--- config.mk ---
export PLATFORM = sky130hd
export DESIGN_NAME = alu_secuenciador_flat
export DESIGN_NICKNAME = d
export VERILOG_FILES = /design/src/rtl/alu_pkg.sv /design/src/rtl/alu_secuenciador_if.sv /design/src/rtl/divisor_iterativo.sv /design/src/rtl/alu_secuenciador.sv /design/src/flat_wrapper.sv
export SDC_FILE = /design/constraint.sdc
export NUM_CORES = 1
export LEC_CHECK = 0
export BUFFER_PORTS_ARGS = -buffer_cell sky130_fd_sc_hd__buf_4
export CORE_UTILIZATION = 55
export CTS_CLUSTER_DIAMETER = 120
export CTS_CLUSTER_SIZE = 16
export DETAILED_ROUTE_END_ITERATION = 16
export HOLD_SLACK_MARGIN = 0.1
export MAX_ROUTING_LAYER = met4
export PLACE_DENSITY = 0.79
export SLEW_MARGIN = 10
export SYNTH_ARGS = -nofsm -noshare
export SYNTH_HDL_FRONTEND = slang
export SYNTH_SLANG_ARGS = --single-unit
--- constraint.sdc ---
create_clock -name clk -period 2.8 [get_ports clk]
set_input_delay 0.56 -clock clk [delete_from_list [all_inputs] [get_ports clk]]
set_output_delay 0.56 -clock clk [all_outputs]
set_load 0.05 [all_outputs]
--- src/rtl/alu_pkg.sv ---
// alu_pkg: operation codes, sequencer states and code classification helpers
package alu_pkg;
  localparam logic [3:0] OP_SUMA  = 4'd0;
  localparam logic [3:0] OP_RESTA = 4'd1;
  localparam logic [3:0] OP_MULT  = 4'd2;
  localparam logic [3:0] OP_DIV   = 4'd3;
  localparam logic [3:0] OP_MOD   = 4'd4;
  localparam logic [3:0] OP_AND   = 4'd5;
  localparam logic [3:0] OP_OR    = 4'd6;
  localparam logic [3:0] OP_XOR   = 4'd7;
  localparam logic [3:0] OP_SHL   = 4'd8;
  localparam logic [3:0] OP_SHR   = 4'd9;
  typedef enum logic [1:0] {INACTIVO, EJECUTA, DIVIDE, ENTREGA} estado_t;
  function automatic logic es_division(input logic [3:0] op);
    return op == OP_DIV || op == OP_MOD;
  endfunction
  function automatic logic es_indefinida(input logic [3:0] op);
    return op > OP_SHR;
  endfunction
endpackage

--- src/rtl/alu_secuenciador_if.sv ---
// alu_secuenciador_if: request, ALU-facing and response signals of the sequencer
interface alu_secuenciador_if #(parameter int ancho = 3) ();
  logic             entrada_valida;
  logic             entrada_lista;
  logic [ancho:0]   operandoA;
  logic [ancho:0]   operandoB;
  logic [3:0]       operacion;
  logic [ancho:0]   alu_a;
  logic [ancho:0]   alu_b;
  logic [3:0]       seleccion;
  logic [ancho:0]   resultado_alu;
  logic             salida_valida;
  logic             salida_lista;
  logic [ancho:0]   resultado;
  logic             cero;
  logic             error;
  modport master (
    output entrada_valida, operandoA, operandoB, operacion, resultado_alu, salida_lista,
    input  entrada_lista, alu_a, alu_b, seleccion, salida_valida, resultado, cero, error
  );
  modport slave (
    input  entrada_valida, operandoA, operandoB, operacion, resultado_alu, salida_lista,
    output entrada_lista, alu_a, alu_b, seleccion, salida_valida, resultado, cero, error
  );
endinterface

--- src/rtl/divisor_iterativo.sv ---
// divisor_iterativo: unsigned restoring divider, one quotient bit per cycle
module divisor_iterativo #(parameter int ancho = 3) (
  input  logic           clk,
  input  logic           reset,
  input  logic           inicio,
  input  logic [ancho:0] dividendo,
  input  logic [ancho:0] divisor,
  output logic [ancho:0] cociente,
  output logic [ancho:0] residuo,
  output logic           listo
);
  localparam int W  = ancho + 1;
  localparam int CW = $clog2(W + 1);
  logic [ancho:0] res_q, coc_q, div_q, res_d, coc_d;
  logic [CW-1:0]  cnt_q;
  logic           listo_q;
  logic [W:0]     parcial, resta;
  // coc_q doubles as the dividend shift register; quotient bits enter at the bottom
  always_comb begin
    parcial = {res_q, coc_q[ancho]};
    resta   = parcial - {1'b0, div_q};
    res_d   = resta[W] ? parcial[ancho:0] : resta[ancho:0];
    coc_d   = {coc_q[ancho-1:0], ~resta[W]};
  end
  always_ff @(posedge clk or posedge reset)
    if (reset) begin
      res_q   <= '0;
      coc_q   <= '0;
      div_q   <= '0;
      cnt_q   <= '0;
      listo_q <= 1'b0;
    end else begin
      listo_q <= cnt_q == CW'(1);
      if (inicio) begin
        res_q <= '0;
        coc_q <= dividendo;
        div_q <= divisor;
        cnt_q <= CW'(W);
      end else if (cnt_q != '0) begin
        res_q <= res_d;
        coc_q <= coc_d;
        cnt_q <= cnt_q - CW'(1);
      end
    end
  assign cociente = coc_q;
  assign residuo  = res_q;
  assign listo    = listo_q;
endmodule

--- src/rtl/alu_secuenciador.sv ---
// alu_secuenciador: request/response sequencer around the ALU mux with an iterative divider
module alu_secuenciador import alu_pkg::*; #(parameter int ancho = 3) (
  input logic               clk,
  input logic               reset,
  alu_secuenciador_if.slave bus
);
  estado_t        estado_q;
  logic [ancho:0] a_q, b_q, res_q, cociente, residuo, div_res;
  logic [3:0]     sel_q;
  logic           lista_q, valida_q, cero_q, error_q, err_pend_q, listo, inicio, err_d;
  always_comb begin
    inicio  = estado_q == INACTIVO && bus.entrada_valida && es_division(bus.operacion) && bus.operandoB != '0;
    err_d   = es_indefinida(bus.operacion) || (es_division(bus.operacion) && bus.operandoB == '0);
    div_res = sel_q == OP_DIV ? cociente : residuo;
  end
  divisor_iterativo #(.ancho(ancho)) u_div (
    .clk, .reset, .inicio,
    .dividendo(bus.operandoA), .divisor(bus.operandoB),
    .cociente, .residuo, .listo
  );
  always_ff @(posedge clk or posedge reset)
    if (reset) begin
      estado_q   <= INACTIVO;
      a_q        <= '0;
      b_q        <= '0;
      sel_q      <= '0;
      res_q      <= '0;
      cero_q     <= 1'b0;
      error_q    <= 1'b0;
      err_pend_q <= 1'b0;
      lista_q    <= 1'b1;
      valida_q   <= 1'b0;
    end else
      case (estado_q)
        INACTIVO: if (bus.entrada_valida) begin
          a_q        <= bus.operandoA;
          b_q        <= bus.operandoB;
          sel_q      <= bus.operacion;
          err_pend_q <= err_d;
          lista_q    <= 1'b0;
          estado_q   <= inicio ? DIVIDE : EJECUTA;
        end
        EJECUTA: begin
          res_q    <= err_pend_q ? '0 : bus.resultado_alu;
          cero_q   <= err_pend_q || bus.resultado_alu == '0;
          error_q  <= err_pend_q;
          valida_q <= 1'b1;
          estado_q <= ENTREGA;
        end
        DIVIDE: if (listo) begin
          res_q    <= div_res;
          cero_q   <= div_res == '0;
          error_q  <= 1'b0;
          valida_q <= 1'b1;
          estado_q <= ENTREGA;
        end
        ENTREGA: if (bus.salida_lista) begin
          valida_q <= 1'b0;
          lista_q  <= 1'b1;
          estado_q <= INACTIVO;
        end
      endcase
  assign bus.entrada_lista = lista_q;
  assign bus.alu_a         = a_q;
  assign bus.alu_b         = b_q;
  assign bus.seleccion     = sel_q;
  assign bus.salida_valida = valida_q;
  assign bus.resultado     = res_q;
  assign bus.cero          = cero_q;
  assign bus.error         = error_q;
endmodule

--- src/flat_wrapper.sv ---
// flat-port wrapper written by rule: the top's interface ports become plain ports
module alu_secuenciador_flat import alu_pkg::*;
#(parameter int ancho = 3)
  (clk, reset, bus_entrada_valida, bus_operandoA, bus_operandoB, bus_operacion, bus_resultado_alu, bus_salida_lista, bus_entrada_lista, bus_alu_a, bus_alu_b, bus_seleccion, bus_salida_valida, bus_resultado, bus_cero, bus_error);
  alu_secuenciador_if #(.ancho(ancho)) bus_i ();
  input logic clk;
  input logic reset;
  input wire logic [$bits(bus_i.entrada_valida)-1:0] bus_entrada_valida;
  input wire logic [$bits(bus_i.operandoA)-1:0] bus_operandoA;
  input wire logic [$bits(bus_i.operandoB)-1:0] bus_operandoB;
  input wire logic [$bits(bus_i.operacion)-1:0] bus_operacion;
  input wire logic [$bits(bus_i.resultado_alu)-1:0] bus_resultado_alu;
  input wire logic [$bits(bus_i.salida_lista)-1:0] bus_salida_lista;
  output wire logic [$bits(bus_i.entrada_lista)-1:0] bus_entrada_lista;
  output wire logic [$bits(bus_i.alu_a)-1:0] bus_alu_a;
  output wire logic [$bits(bus_i.alu_b)-1:0] bus_alu_b;
  output wire logic [$bits(bus_i.seleccion)-1:0] bus_seleccion;
  output wire logic [$bits(bus_i.salida_valida)-1:0] bus_salida_valida;
  output wire logic [$bits(bus_i.resultado)-1:0] bus_resultado;
  output wire logic [$bits(bus_i.cero)-1:0] bus_cero;
  output wire logic [$bits(bus_i.error)-1:0] bus_error;
  assign bus_i.entrada_valida = bus_entrada_valida;
  assign bus_i.operandoA = bus_operandoA;
  assign bus_i.operandoB = bus_operandoB;
  assign bus_i.operacion = bus_operacion;
  assign bus_i.resultado_alu = bus_resultado_alu;
  assign bus_i.salida_lista = bus_salida_lista;
  assign bus_entrada_lista = bus_i.entrada_lista;
  assign bus_alu_a = bus_i.alu_a;
  assign bus_alu_b = bus_i.alu_b;
  assign bus_seleccion = bus_i.seleccion;
  assign bus_salida_valida = bus_i.salida_valida;
  assign bus_resultado = bus_i.resultado;
  assign bus_cero = bus_i.cero;
  assign bus_error = bus_i.error;
  alu_secuenciador #(.ancho(ancho)) u_core (.clk(clk), .reset(reset), .bus(bus_i));
endmodule
* Word-level counts from Yosys, hierarchy flattened *
Index checks and enable logic that the tools add are counted.

storage, ports and cells
  register bits = 39
  bits in latches = 0
  bits in writable memories = 0
  ROM bits = 0
  input port bits = 20
  output and inout bits = 20
  logic and storage cells = 77
  memories kept = 0

cells by class
  $add $sub $neg = 2
  multiply operators = 0
  div/mod/pow operators = 0
  order comparisons = 1
  equal/unequal tests = 10
  shift-type cells = 0
  multiplexer cells = 26
  bitwise logic cells = 1
  reductions and logical operators = 22

operators by type and width
  cell                                              count
  2-to-1 mux 4 bit                                  8
  zero test 4 bit                                   3
  AND reduction 3 bit                               3
  == test 4 x 2 -> 1 bit, second input constant     2
  2-to-1 mux 2 bit                                  4
  case mux 2 bit (4 select lines)                   1
  case mux 4 bit (2 select lines)                   1
  2-to-1 mux 1 bit                                  6
  2-to-1 mux 3 bit                                  2
  != test 2 bit, second input constant              3
  case mux 1 bit (2 select lines)                   3
  nonzero test 2 bit                                3
  nonzero test 3 bit                                2
  subtractor 5 x 4 -> 5 bit                         1
  == test 2 bit, second input constant              2
  == test 4 x 3 -> 1 bit, second input constant     1
  > comparator 4 bit, second input constant         1
  logical AND 1 bit                                 4
  AND reduction 2 bit                               2
  nonzero test 4 bit                                1
  == test 3 x 1 -> 1 bit, second input constant     1
  logical OR 1 bit                                  3
  case mux 1 bit (3 select lines)                   1
  subtractor 3 x 1 -> 3 bit, second input constant  1
  other kinds (3)                                   3

* Longest topological paths before layout *
Gate-level depths: netlist of the first run.

  depth after elaboration = 7
  depth in mapped cells = 9
  gate-level depth less buffers = 9

* Hierarchy *
From an unflattened synthesis of the first run, not the netlist that was laid out.

second synthesis, totals
  cells, all modules = 201
  area total of the unflattened synthesis = 2154.6 um^2

modules (own cells, without submodules)
  module             times used  cells an instance  area each (um^2)  sequential area each (um^2)
  alu_secuenciador   1           101                1171.1            576.8
  divisor_iterativo  1           100                983.4             400.4

* Least setup slack after synthesis of the first run *
OpenSTA, ideal clock, no wires.

  kind = reg2reg
  from = register u_core.u_div.coc_q[3], in the netlist u_core.u_div.cociente[3]
  to = register u_core.u_div.res_q[0], in the netlist u_core.u_div.residuo[0]
  setup time = 0.094 ns
  data arrival time = 2.203 ns
  required time = 2.706 ns
  setup slack = 0.503 ns
  stages on the path, launching flop included = 10
  path buffers = 0
  clock period less this slack = 2.297 ns
  path through = dfrtp_1 -> inv_1 -> ha_1 -> inv_1 -> fa_1 -> a21o_1 -> a21oi_2 -> xnor2_1 -> mux2_2 -> a211oi_1

on the way
  word-level cells in the longest chain between the ends = 4

ends and longest elaborated chain
  item                       RTL line                 text
  from (decl)                divisor_iterativo.sv:14  logic [ancho:0] res_q, coc_q, div_q, res_d, coc_d;
  from (signal assigned)     divisor_iterativo.sv:36  coc_q <= dividendo;
  from (signal assigned)     divisor_iterativo.sv:41  coc_q <= coc_d;
  subtractor 5 x 4 -> 5 bit  divisor_iterativo.sv:21  resta = parcial - {1'b0, div_q};
  2-to-1 mux 4 bit *         divisor_iterativo.sv:22  res_d = resta[W] ? parcial[ancho:0] : resta[ancho:0];
  2-to-1 mux 4 bit *         divisor_iterativo.sv:39  end else if (cnt_q != '0) begin
  2-to-1 mux 4 bit *         divisor_iterativo.sv:34  if (inicio) begin
  to (signal assigned)       divisor_iterativo.sv:40  res_q <= res_d;
  to (decl)                  divisor_iterativo.sv:14

Mark *: on every way between the ends. The rest lies on a longest branch, timed or not. The select of a mux whose other input is x is not followed.
A chain may end at the register's enable or synchronous reset.

* Final worst setup path of the first run *
Same ends and word-level chain as after synthesis.

==> run metrics, run 1 <==
top cell type's share of synthesized area=45.65%; post-synthesis sequential area ratio=46.91%; number of clock sinks=39; setup fix buffers added after clock tree synthesis=0; data arrival time at the worst-slack endpoint=2.72 ns; initial drt markers=about 90; footprint of the multi-input gates=between 1000 and 1500 um2; final hold slack=0.3756 ns; Register Area=between 900 and 1000 um2; via count of the first global-routing pass=1667; count of final hold-check violations=0; Routability Congestion=0.9179; core area=3468 um2; syn avg cell area=10.63 um2; Max clock buf depth=2; clock tree root driver cell=sky130_fd_sc_hd__clkbuf_8; Synth Register Bits=39; synth unique cells=43; TritonCTS clock tree=done; buffers added on ports=39; number of max-slew violations in the final report=0; number of antenna violations at the first check in global routing=0; worst reg-to-reg setup slack=0.29 ns; CTS hold repair buffers=0; RR Startpoint=u_core.u_div.cociente[3]; GRT Resource Usage Total=25.47%; area after detailed placement=2430 um2; die height=63.55 um; Final Instance Count excl. Fillers=roughly 280; most numerous cell in the Yosys netlist=sky130_fd_sc_hd__dfrtp_1; number of antenna repair diodes=0; Yosys Warn Count=0; Total Die Area=4038 um2; ratio of cells with drive above 1 in the final layout=a little over 30%; first-pass GRT wire length=between 7000 and 8000 um; via count of the routed design=1592; Max-cap violations=0; total CTS buffers=5; clock latency at the later pin of the worst-skew pair=0.30 ns; row count=21; pin count of the biggest net entering global routing=40; Hold/Removal Path Class=in2async; Max Fclk=about 400 MHz; library cell with the largest summed area after synthesis=sky130_fd_sc_hd__dfrtp_1; top_reg_cell synth=sky130_fd_sc_hd__dfrtp_1; Clock Pin Slew Worst Setup and Hold Paths=0.08 ns; required arrival time at the worst endpoint=~3 ns; die extent in x=63.55 um; post-synthesis cell count=196; setup repair after global routing missed its margin=false; summed instance area of the synthesized netlist=approximately 2100 um2; # setup viols final=0; Design Area, Final=approximately 2500 um2; Synth top cells by count=sky130_fd_sc_hd__dfrtp_1 (38), sky130_fd_sc_hd__nor2_1 (19), sky130_fd_sc_hd__mux2_2 (18), sky130_fd_sc_hd__inv_1 (13), sky130_fd_sc_hd__nand2_1 (13); number of cells in the design after placement=between 200 and 300; type of the setup path with the least slack=reg2reg; total DRC errors in the routed layout=0; H-tree lvl count=2; total of fill cells in the finished design=268; final period utilization=about nine tenths; number of top-level pins=40; top post-synthesis cells by area=sky130_fd_sc_hd__dfrtp_1 (46%), sky130_fd_sc_hd__mux2_2 (9.7%), sky130_fd_sc_hd__ha_1 (7.2%); via-per-instance ratio=5.625; GRT Residual Overflow=0; Synth async-reset ratio=100.0%; worst reg2reg endpoint=u_core.u_div.residuo[0]; final routed wire length divided by cell count=15.80 um; number of enable flip-flop cells after synthesis=0; area growth from synthesis to final layout=21.38%; HPWL after detailed placement=about 3300 um; Critical Path Source Type=register; CP endpoint kind=register; antenna violation net count after detailed routing=0; fin nets=269; crit path max fanout=5; final critical path time including I/O delays and setup=~2.5 ns; Synthesized Nets=approximately 230; post_cts resized=0; worst-case clock skew=around 0.0076 ns; cell count of the worst reg-to-reg path=9; Detailed Route WL=around 4500 um; slew at the pin closest to its max-slew limit=0.5069 ns; DR pass1 iterations=4; summed negative setup slack over all endpoints=0 ns; effective utilization at floorplan=60.06%; outcome=completed; Max transition margin=66.14%
## worst max-delay path, cell delays in order, from the launching register on
cell	delay [ns]
sky130_fd_sc_hd__dfrtp_1	0.43
sky130_fd_sc_hd__inv_1	0.09
sky130_fd_sc_hd__ha_1	0.17
sky130_fd_sc_hd__inv_1	0.06
sky130_fd_sc_hd__fa_1	0.40
sky130_fd_sc_hd__a21o_1	0.18
sky130_fd_sc_hd__a21oi_2	0.24
sky130_fd_sc_hd__xnor2_1	0.26
sky130_fd_sc_hd__mux2_2	0.38
sky130_fd_sc_hd__a211oi_1	0.22
## state kept, by name (all words and copies together) (netlist names), 2 cells and up
register and cells:
u_core.bus.alu_a 4, u_core.bus.alu_b 4, u_core.bus.resultado 4, u_core.bus.seleccion 4, u_core.estado_q 2, u_core.u_div.cnt_q 3, u_core.u_div.cociente 4, u_core.u_div.div_q 4
u_core.u_div.residuo 4
## cell families (layout without fill, tap and decap cells)
group	count (synthesis)	in the layout	share of synthesized area [%]
compound gates	39	39	12.73
flops	39	39	46.91
fa+ha+maj	13	13	8.168
buf+inv	23	64	4.565
xor+xnor	4	4	1.682
mux	26	26	13.63
simple gates	52	52	12.31
## worst max-delay path by stage
stage                        startpoint                 endpoint  slack [ns]  depth (start not counted)
3_5_place_dp   u_core.u_div.cociente[3]  u_core.u_div.residuo[0]        0.34                          9
4_1_cts        u_core.u_div.cociente[3]  u_core.u_div.residuo[0]        0.30                          9
3_3_place_gp           bus_operacion[1]    u_core.u_div.div_q[0]        0.40                          6
2_1_floorplan  u_core.u_div.cociente[3]  u_core.u_div.residuo[0]        0.50                          9
5_1_grt        u_core.u_div.cociente[3]  u_core.u_div.residuo[0]        0.15                          9
6_report       u_core.u_div.cociente[3]  u_core.u_div.residuo[0]        0.29                          9
## placed cells by master (no fill, tap or decap), types with 2 or more instances in the layout
cell                       synthesis  final
sky130_fd_sc_hd__inv_1            13     13
sky130_fd_sc_hd__nor2_1           19     19
sky130_fd_sc_hd__mux2_2           18     18
sky130_fd_sc_hd__o21ai_1           3      3
sky130_fd_sc_hd__nand2b_1          2      2
sky130_fd_sc_hd__a21oi_1           9      9
sky130_fd_sc_hd__a211oi_1          5      5
sky130_fd_sc_hd__o31ai_1           3      3
sky130_fd_sc_hd__clkbuf_8          0      6
sky130_fd_sc_hd__nor3_1            2      2
sky130_fd_sc_hd__mux2i_1           7      7
sky130_fd_sc_hd__a21o_1            2      2
sky130_fd_sc_hd__nor4_1            2      2
sky130_fd_sc_hd__nor2b_1           3      3
sky130_fd_sc_hd__dfrtp_1          38     38
sky130_fd_sc_hd__or3_1             2      2
sky130_fd_sc_hd__xnor2_1           3      3
sky130_fd_sc_hd__nand3b_1          2      2
sky130_fd_sc_hd__a221oi_1          4      4
sky130_fd_sc_hd__nand2_1          13     13
sky130_fd_sc_hd__buf_4             2     42
sky130_fd_sc_hd__ha_1             12     12
sky130_fd_sc_hd__o21ai_0           6      6
## layer usage
layer	GRT usage (%)	share of wire, %	up-vias	wire length, um
met3	7.246	4.6	13	204
met4	11.36	2.6	0	118
met5	-	0	-	0
met2	42.15	51	47	2294
met1	28.40	41	767	1855
li1	-	-	765	-
## stage by stage
step | worst slack [ns] | utilization (%)
final | 0.2900 | 72.91
after floorplan | 0.5031 | -
after detailed placement | 0.3373 | 70.06
after CTS | 0.3011 | 72.91
after global placement | 0.3996 | 70.06
after global routing | 0.1530 | 72.91
## area by class of cell
class	count	share of cell area [%]
flip-flops and latches	39	38.64
multi-input cells	134	39.98
inverters	13	1.930
clock inverters	2	0.6432
repair buffers	43	13.26
well taps	46	2.276
clock buffers	6	3.266
Power of run 1 is not shown: default switching activity piles up to over one toggle a cycle in this logic, so the estimate is an artifact.
==> inputs of run 2 (changes only) <==
Settings changed: REMOVE_ABC_BUFFERS from default to 1.
==> run metrics, run 2 (same netlist as run 1, synthesis figures left out) <==
area growth from synthesis to final layout=21.02%; number of antenna violations at the first check in global routing=0 (unchanged); Total Die Area=4038 um2 (unchanged); number of cells in the design after placement=277 (+0.73%); total CTS buffers=5 (unchanged); Clock Pin Slew Worst Setup and Hold Paths=0.08 ns (about the same); final period utilization=91.74% (+2.1 points); core area=3468 um2 (unchanged); Max-cap violations=0 (unchanged); Max Fclk=389.3 MHz (-2.3%); commonest non-fill, non-tap cell in the layout=sky130_fd_sc_hd__buf_4; type of the setup path with the least slack=reg2reg; Detailed Route WL=4382 um (-2.0%); clock tree root driver cell=sky130_fd_sc_hd__clkbuf_8; HPWL after detailed placement=3256 um (-2.7%); summed negative setup slack over all endpoints=0 ns (unchanged); TritonCTS clock tree=done; Final Util=72.69% (-0.22 points); CTS hold repair buffers=0 (unchanged); effective utilization at floorplan=60.06% (unchanged); die extent in x=63.55 um (unchanged); setup repair after global routing missed its margin=false; required arrival time at the worst endpoint=2.99 ns (-0.02 ns); worst-case clock skew=0.007298 ns (-0.0003115 ns); via count of the first global-routing pass=1618 (-2.9%); Max transition margin=66.98% (+0.84 points); GRT Residual Overflow=0 (unchanged); initial drt markers=101 (+9.8%); H-tree lvl count=2 (unchanged); fin nets=271 (+0.74%); setup fix buffers added after clock tree synthesis=0 (unchanged); GRT Resource Usage Total=24.62% (-0.85 points); # setup viols final=0 (unchanged); top library cells by usage in the layout, fill and taps aside=sky130_fd_sc_hd__buf_4 (45), sky130_fd_sc_hd__dfrtp_1 (38), sky130_fd_sc_hd__nor2_1 (19); number of max-slew violations in the final report=0 (unchanged); die height=63.55 um (unchanged); number of clock sinks=39 (unchanged); footprint of the multi-input gates=1011 um2 (unchanged); ratio of cells with drive above 1 in the final layout=31.38% (+0.58 points); pin count of the biggest net entering global routing=40 (unchanged); data arrival time at the worst-slack endpoint=2.76 ns (+0.04 ns); row count=21 (unchanged); via-per-instance ratio=5.572 (-0.95%); first-pass GRT wire length=7362 um (-1.7%); outcome=completed; number of top-level pins=40 (unchanged); post_cts resized=0 (unchanged); via count of the routed design=1588 (-0.25%); DR pass1 iterations=4 (unchanged); buffers added on ports=39 (unchanged); antenna violation net count after detailed routing=0 (unchanged); worst reg-to-reg setup slack=0.23 ns (-0.06 ns); clock latency at the later pin of the worst-skew pair=0.29 ns (about the same); crit path max fanout=5 (unchanged); Max clock buf depth=2 (unchanged); count of final hold-check violations=0 (unchanged); total DRC errors in the routed layout=0 (unchanged); CP endpoint kind=register; Routability Congestion=0.8337 (-9.2%); final critical path time including I/O delays and setup=2.569 ns (+0.05875 ns); Hold/Removal Path Class=in2async; final routed wire length divided by cell count=15.38 um (-2.7%); Final Instance Count excl. Fillers=285 (+0.71%); total of fill cells in the finished design=267 (-0.37%); Critical Path Source Type=register; number of antenna repair diodes=0 (unchanged); Register Area=977.2 um2 (unchanged); slew at the pin closest to its max-slew limit=0.4953 ns (-0.01156 ns)
==> run 2: changes by cell type in the layout (fill, tap and decap cells not counted), sizes merged <==
cell      previous run  this run
buf                 43        45
clkbuf               6         5
clkinvlp             1         2
==> run 2: critical path, stage by stage, from the launching register on <==
cell and delay (ns):
sky130_fd_sc_hd__dfrtp_1 0.41, sky130_fd_sc_hd__inv_1 0.09, sky130_fd_sc_hd__ha_1 0.16, sky130_fd_sc_hd__inv_1 0.05, sky130_fd_sc_hd__fa_1 0.39, sky130_fd_sc_hd__a21o_1 0.19, sky130_fd_sc_hd__a21oi_2 0.23, sky130_fd_sc_hd__xnor2_1 0.27
sky130_fd_sc_hd__mux2_2 0.39, sky130_fd_sc_hd__a211oi_1 0.27
==> run 2: area by class of cell <==
| type | count | share of cell area (%) |
|---|---|---|
| sequential | 39 | 38.76 |
| tap | 46 | 2.283 |
| inverter | 13 | 1.935 |
| clock buffer | 5 | 2.730 |
| timing repair buffer | 45 | 13.40 |
| clock inverter | 3 | 0.7940 |
| multi-input combinational | 134 | 40.10 |
==> run 2: layer usage <==
metal	wire, um	track usage (%)	vias up	share of wire, %
li1	-	-	770	-
met1	1906	30.24	767	43
met2	2207	38.43	41	50
met3	181	4.710	10	4.1
met4	86	12.78	0	2.0
met5	0	-	-	0
==> run 2: stage by stage <==
step / cell area [um2] / hold WS, ns / setup WS, ns
4_1_cts: 2521 / 0.3890 / 0.2593
2_1_floorplan: 2037 / 0.4511 / 0.3945
6_report: 2521 / 0.3729 / 0.2313
5_1_grt: 2521 / 0.4375 / 0.1445
3_3_place_gp: 2432 / 0.4729 / 0.4199
3_5_place_dp: 2432 / 0.4760 / 0.2886
==> run 2: path summary, 6_finish.rpt <==
check / startpoint / endpoint / cells past startpoint
max in group asynchronous: reset / u_core.bus.seleccion[1] / 3
worst min-delay path: reset / u_core.bus.salida_valida / 3
min in group clk: bus_operandoA[1] / u_core.u_div.cociente[1] / 3
worst max register to register: u_core.u_div.cociente[3] / u_core.u_div.residuo[0] / 9
worst max-delay path: u_core.u_div.cociente[3] / u_core.u_div.residuo[0] / 9
worst min register to register: u_core.bus.cero / u_core.bus.cero / 1
Power of run 2 is left out for the same reason.
